<file path="src/rtl/bus_arbiter_rr2.sv">
// bus_arbiter_rr2: two-master round-robin front end for the simple bus.
// One transaction in flight; read responses are routed back to the issuer.
module bus_arbiter_rr2 #(
    parameter int unsigned RD_TIMEOUT   = 255,
    parameter logic [31:0] TIMEOUT_DATA = 32'hDEAD_BEEF
) (
    input  logic        clk,
    input  logic        rst_n,
    input  logic        m0_valid,
    input  logic        m0_write,
    input  logic [31:0] m0_addr,
    input  logic [31:0] m0_wdata,
    input  logic [3:0]  m0_wstrb,
    output logic        m0_ready,
    output logic        m0_rvalid,
    output logic [31:0] m0_rdata,
    input  logic        m1_valid,
    input  logic        m1_write,
    input  logic [31:0] m1_addr,
    input  logic [31:0] m1_wdata,
    input  logic [3:0]  m1_wstrb,
    output logic        m1_ready,
    output logic        m1_rvalid,
    output logic [31:0] m1_rdata,
    output logic        s_valid,
    output logic        s_write,
    output logic [31:0] s_addr,
    output logic [31:0] s_wdata,
    output logic [3:0]  s_wstrb,
    input  logic        s_ready,
    input  logic        s_rvalid,
    input  logic [31:0] s_rdata,
    output logic        grant_valid,
    output logic        grant_id,
    output logic        timeout_pulse
);
    typedef enum logic [1:0] {IDLE, GRANT, WAIT_R} state_t;

    localparam logic [15:0] TIMEOUT_CNT = 16'(RD_TIMEOUT);

    state_t      state;
    logic        last_id;
    logic [15:0] cnt;

    logic        own_valid;
    logic        own_write;
    logic [31:0] own_addr;
    logic [31:0] own_wdata;
    logic [3:0]  own_wstrb;
    logic        in_grant;
    logic        in_wait;
    logic        expired;
    logic        rsp_valid;
    logic [31:0] rsp_data;
    logic        pick;

    always_comb begin
        own_valid = grant_id ? m1_valid : m0_valid;
        own_write = grant_id ? m1_write : m0_write;
        own_addr  = grant_id ? m1_addr  : m0_addr;
        own_wdata = grant_id ? m1_wdata : m0_wdata;
        own_wstrb = grant_id ? m1_wstrb : m0_wstrb;
    end

    // Tie goes to whoever did not complete the previous transaction.
    always_comb begin
        pick = 1'b0;
        unique case (1'b1)
            m0_valid && m1_valid:  pick = ~last_id;
            m1_valid && !m0_valid: pick = 1'b1;
            default:               pick = 1'b0;
        endcase
    end

    assign in_grant = (state == GRANT);
    assign in_wait  = (state == WAIT_R);

    assign s_valid = in_grant & own_valid;
    assign s_write = in_grant & own_write;
    assign s_addr  = in_grant ? own_addr  : 32'd0;
    assign s_wdata = in_grant ? own_wdata : 32'd0;
    assign s_wstrb = in_grant ? own_wstrb : 4'd0;

    assign m0_ready = in_grant & ~grant_id & s_ready;
    assign m1_ready = in_grant &  grant_id & s_ready;

    // A real response in the expiry cycle suppresses the synthetic one.
    assign expired   = in_wait & ~s_rvalid & ((cnt + 16'd1) == TIMEOUT_CNT);
    assign rsp_valid = in_wait & (s_rvalid | expired);
    assign rsp_data  = s_rvalid ? s_rdata : TIMEOUT_DATA;

    assign m0_rvalid     = rsp_valid & ~grant_id;
    assign m1_rvalid     = rsp_valid &  grant_id;
    assign m0_rdata      = m0_rvalid ? rsp_data : 32'd0;
    assign m1_rdata      = m1_rvalid ? rsp_data : 32'd0;
    assign timeout_pulse = expired;

    always_ff @(posedge clk) begin
        if (!rst_n) begin
            state       <= IDLE;
            last_id     <= 1'b1;
            grant_valid <= 1'b0;
            grant_id    <= 1'b0;
            cnt         <= 16'd0;
        end else begin
            unique case (state)
                IDLE: begin
                    if (m0_valid || m1_valid) begin
                        state       <= GRANT;
                        grant_valid <= 1'b1;
                        grant_id    <= pick;
                    end
                end
                GRANT: begin
                    if (!own_valid) begin
                        state       <= IDLE;
                        grant_valid <= 1'b0;
                    end else if (s_ready) begin
                        if (own_write) begin
                            last_id     <= grant_id;
                            state       <= IDLE;
                            grant_valid <= 1'b0;
                        end else begin
                            cnt   <= 16'd0;
                            state <= WAIT_R;
                        end
                    end
                end
                WAIT_R: begin
                    if (s_rvalid || expired) begin
                        last_id     <= grant_id;
                        state       <= IDLE;
                        grant_valid <= 1'b0;
                    end else begin
                        cnt <= cnt + 16'd1;
                    end
                end
                default: begin
                    state       <= IDLE;
                    grant_valid <= 1'b0;
                end
            endcase
        end
    end
endmodule

</file>
<file path="config.mk">
export PLATFORM = sky130hd
export DESIGN_NAME = bus_arbiter_rr2
export DESIGN_NICKNAME = d
export VERILOG_FILES = /design/src/rtl/bus_arbiter_rr2.sv
export SDC_FILE = /design/constraint.sdc
export NUM_CORES = 1
export LEC_CHECK = 0
export CORE_AREA = 2 2 123 125
export CTS_CLUSTER_SIZE = 16
export DETAILED_ROUTE_END_ITERATION = 16
export DIE_AREA = 0 0 125 127
export PLACE_DENSITY = 0.57
export SYNTH_ARGS = -nofsm -noshare
export SYNTH_HDL_FRONTEND = slang
export SYNTH_SLANG_ARGS = --single-unit
</file>
<file path="constraint.sdc">
create_clock -name clk -period 7.3 [get_ports clk]
set_input_delay 1.095 -clock clk [delete_from_list [all_inputs] [get_ports clk]]
set_output_delay 1.095 -clock clk [all_outputs]
set_load 0.02 [all_outputs]
</file>
==> impl_metrics.json <==
{
  "yosys_register_bits": 21,
  "slowest_delay_ns": 0.85,
  "setup_slack_ns": 1.39,
  "required_ns": 6.20,
  "initial_core_util_pct": 17.3,
  "end_kind": "output pin",
  "startpoint_type": "input port",
  "synth_cells": 347,
  "htree_levels": 1,
  "yosys_warnings": 0,
  "maxCapViolations": 0,
  "path_common_cell": "clkdlybuf4s50_1",
  "synthDominantCellAreaShare_pct": 23.8,
  "portBuffers": 316,
  "cp_max_fo": 30,
  "clock_latency_ns": 0.25,
  "dp_hpwl_um": 13400,
  "clockRootBuffer": "clkbuf_16",
  "final_cell_area_um2": 5880,
  "ys.flop_type": "dfxtp_1",
  "synth-async-reset-ratio_pct": 0,
  "drc": 0,
  "rows": 44,
  "fin_hold_ws_ns": 0.485,
  "cts_setup_buffers": 0,
  "clock-sinks": 21,
  "power.density_nw_per_um2": 89.2,
  "gp_congestion": 0.912,
  "post_dp_cell_area_um2": 5790,
  "post-route-period-util_pct": 81.0,
  "avgSynthCellArea_um2": 7.21,
  "post-route-util_pct": 40.8,
  "grt_pass1_vias": 3700,
  "final_layout_size_suffix_gt1_share_pct": 2.82,
  "die_x_um": 125,
  "wl_per_cell_um": 19.4,
  "synth-seq-area-share_pct": 16.8,
  "synth_cell_types": 53,
  "path_class": "in2out",
  "viasPerCell": 4.68,
  "relSlewSlack_pct": 37.6,
  "hold_path_class": "reg2reg",
  "fillers": 1447,
  "syn_area_um2": 2500,
  "rsz0062_at_grt": "false",
  "ios": 317,
  "clockBufferDepth": 2,
  "synth.most_common_cell": "a22o_1",
  "cpLargestDelayFamily": "simple AND/OR/NAND/NOR gates",
  "post-place-ws_ns": 1.41,
  "coreArea_um2": 14400,
  "fin_skew_ns": 0.00251,
  "cts_resized": 0,
  "tns_ns": 0,
  "tightest_slew_ns": 0.934,
  "overflow": 0,
  "status": "finished clean",
  "first_pass_iters": 4,
  "cts_inserted_buffers": 3,
  "dpl.cell_count": 819,
  "hold_viol": 0,
  "slowest_stage": "clkdlybuf4s50_1",
  "synth_edf_count": 0,
  "grt_pass1_wl_um": 22400,
  "yosys-top-cells-count": "a22o_1, nor2_1, nor2b_1, dfxtp_1, clkbuf_1",
  "arrival_ns": 4.82,
  "antenna_found_initial": 4,
  "postCtsHoldBufs": 0,
  "setup_viol": 0,
  "cts_tree": "built",
  "path_buf_inv": 2,
  "reg2reg_slack_ns": 4.04,
  "track_usage_pct": 18.4,
  "drtIter0Drc": 240,
  "p_total_uw": 524,
  "vias": 3864,
  "wl_um": 16000,
  "layout.cells.non_filler": 826,
  "area_growth_pct": 135,
  "yosys.area.top_type": "a22o_1",
  "finalNetCount": 818,
  "crit_chain": "clkdlybuf4s50_1, nor4b_1, nand2_1, nor3_1, o211ai_2, o21bai_2, nand3b_1, nor2_1, clkdlybuf4s50_1",
  "ys_top_cells_by_area": "a22o_1, dfxtp_1, nor2_1, nor2b_1, and2_1",
  "chipHeight_um": 127,
  "slew_viol_final": 0,
  "syn_nets": 525,
  "antenna_left": 0,
  "clk_pin_slew_ns": 0.06,
  "die_area_um2": 15900,
  "fin_crit_ns": 5.91,
  "clock.fmax_mhz": 169,
  "grt_max_degree": 69,
  "leakagePower_nw": 2.14,
  "ir_worst_vdd_mv": 0.0690
}
[flip-flops by register name (all words and copies together), names as in the netlist]
name and cells:
state 2, grant_valid 1, cnt 16, last_id 1, grant_id 1
[final timing paths]
kind,depth (start not counted),to,from
worst min register to register,2,last_id,last_id
worst max register to register,8,cnt[5],cnt[0]
worst min-delay path,2,last_id,last_id
worst max-delay path,9,m0_rdata[21],s_rvalid
[area by class of cell]
class / instances / area (um2) / share of cell area, %
inverters: 9 / 33.8 / 0.575
multi-input cells: 287 / 1930 / 32.8
repair buffers: 318 / 3180 / 54.1
clock buffers: 3 / 75.1 / 1.28
diodes: 3 / 7.51 / 0.128
well taps: 184 / 230 / 3.92
clock inverters: 1 / 5.00 / 0.0851
flip-flops and latches: 21 / 420 / 7.15
[worst reg2reg max path: stages, from the launching register on]
cell	delay, ns
dfxtp_1	0.44
ha_1	0.28
nand3_2	0.19
nor3_1	0.34
nand4_1	0.20
o2bb2ai_4	0.21
o21ai_2	0.74
nand2b_1	0.54
o211ai_1	0.17
[layer usage]
metal  global-route usage [%]  vias to the layer above  share of wire, %
met1                     21.4                     1711                38
li1                         -                     1876                 -
met5                        0                        -             0.069
met2                     30.8                      252                48
met4                     6.08                        2               2.3
met3                     7.66                       23                12
[placed cells by master (no fill, tap or decap), types with 2 or more instances in the layout]
master,n
a22oi_1,2
nand2b_1,2
clkdlybuf4s50_1,316
xnor2_1,3
o211ai_1,7
ha_1,2
dfxtp_1,21
xor2_1,2
diode_2,3
inv_1,9
a22o_1,68
mux2i_1,3
nand3_2,3
nor3_1,8
o21a_1,2
clkbuf_16,3
nand4_1,4
o31ai_1,7
nand2_1,18
o41ai_1,3
and2_1,16
nor2_1,55
o21ai_0,4
nor2b_1,28
nand3_1,11
and3_1,5
o21ai_1,3
a21oi_1,2
or4_1,3
o311ai_1,2
buf_4,2
[cells by family after synthesis]
kind of cell | after synthesis | share of synthesized area (%)
simple gates | 164 | 34.7
fa+ha+maj | 2 | 1.00
buf+inv | 39 | 6.45
xor+xnor | 5 | 1.75
mux | 3 | 1.20
flops | 21 | 16.8
compound gates | 113 | 38.1
[power breakdown]
group	switching, mW	total (mW)	internal (mW)	leakage (nW)
Clock	0.0440	0.118	0.0736	0.0409
Sequential	0.00369	0.120	0.116	0.170
Combinational	0.120	0.286	0.166	1.93
Total	0.168	0.524	0.356	2.14
Note: power is estimated with default switching activity, not from simulation.
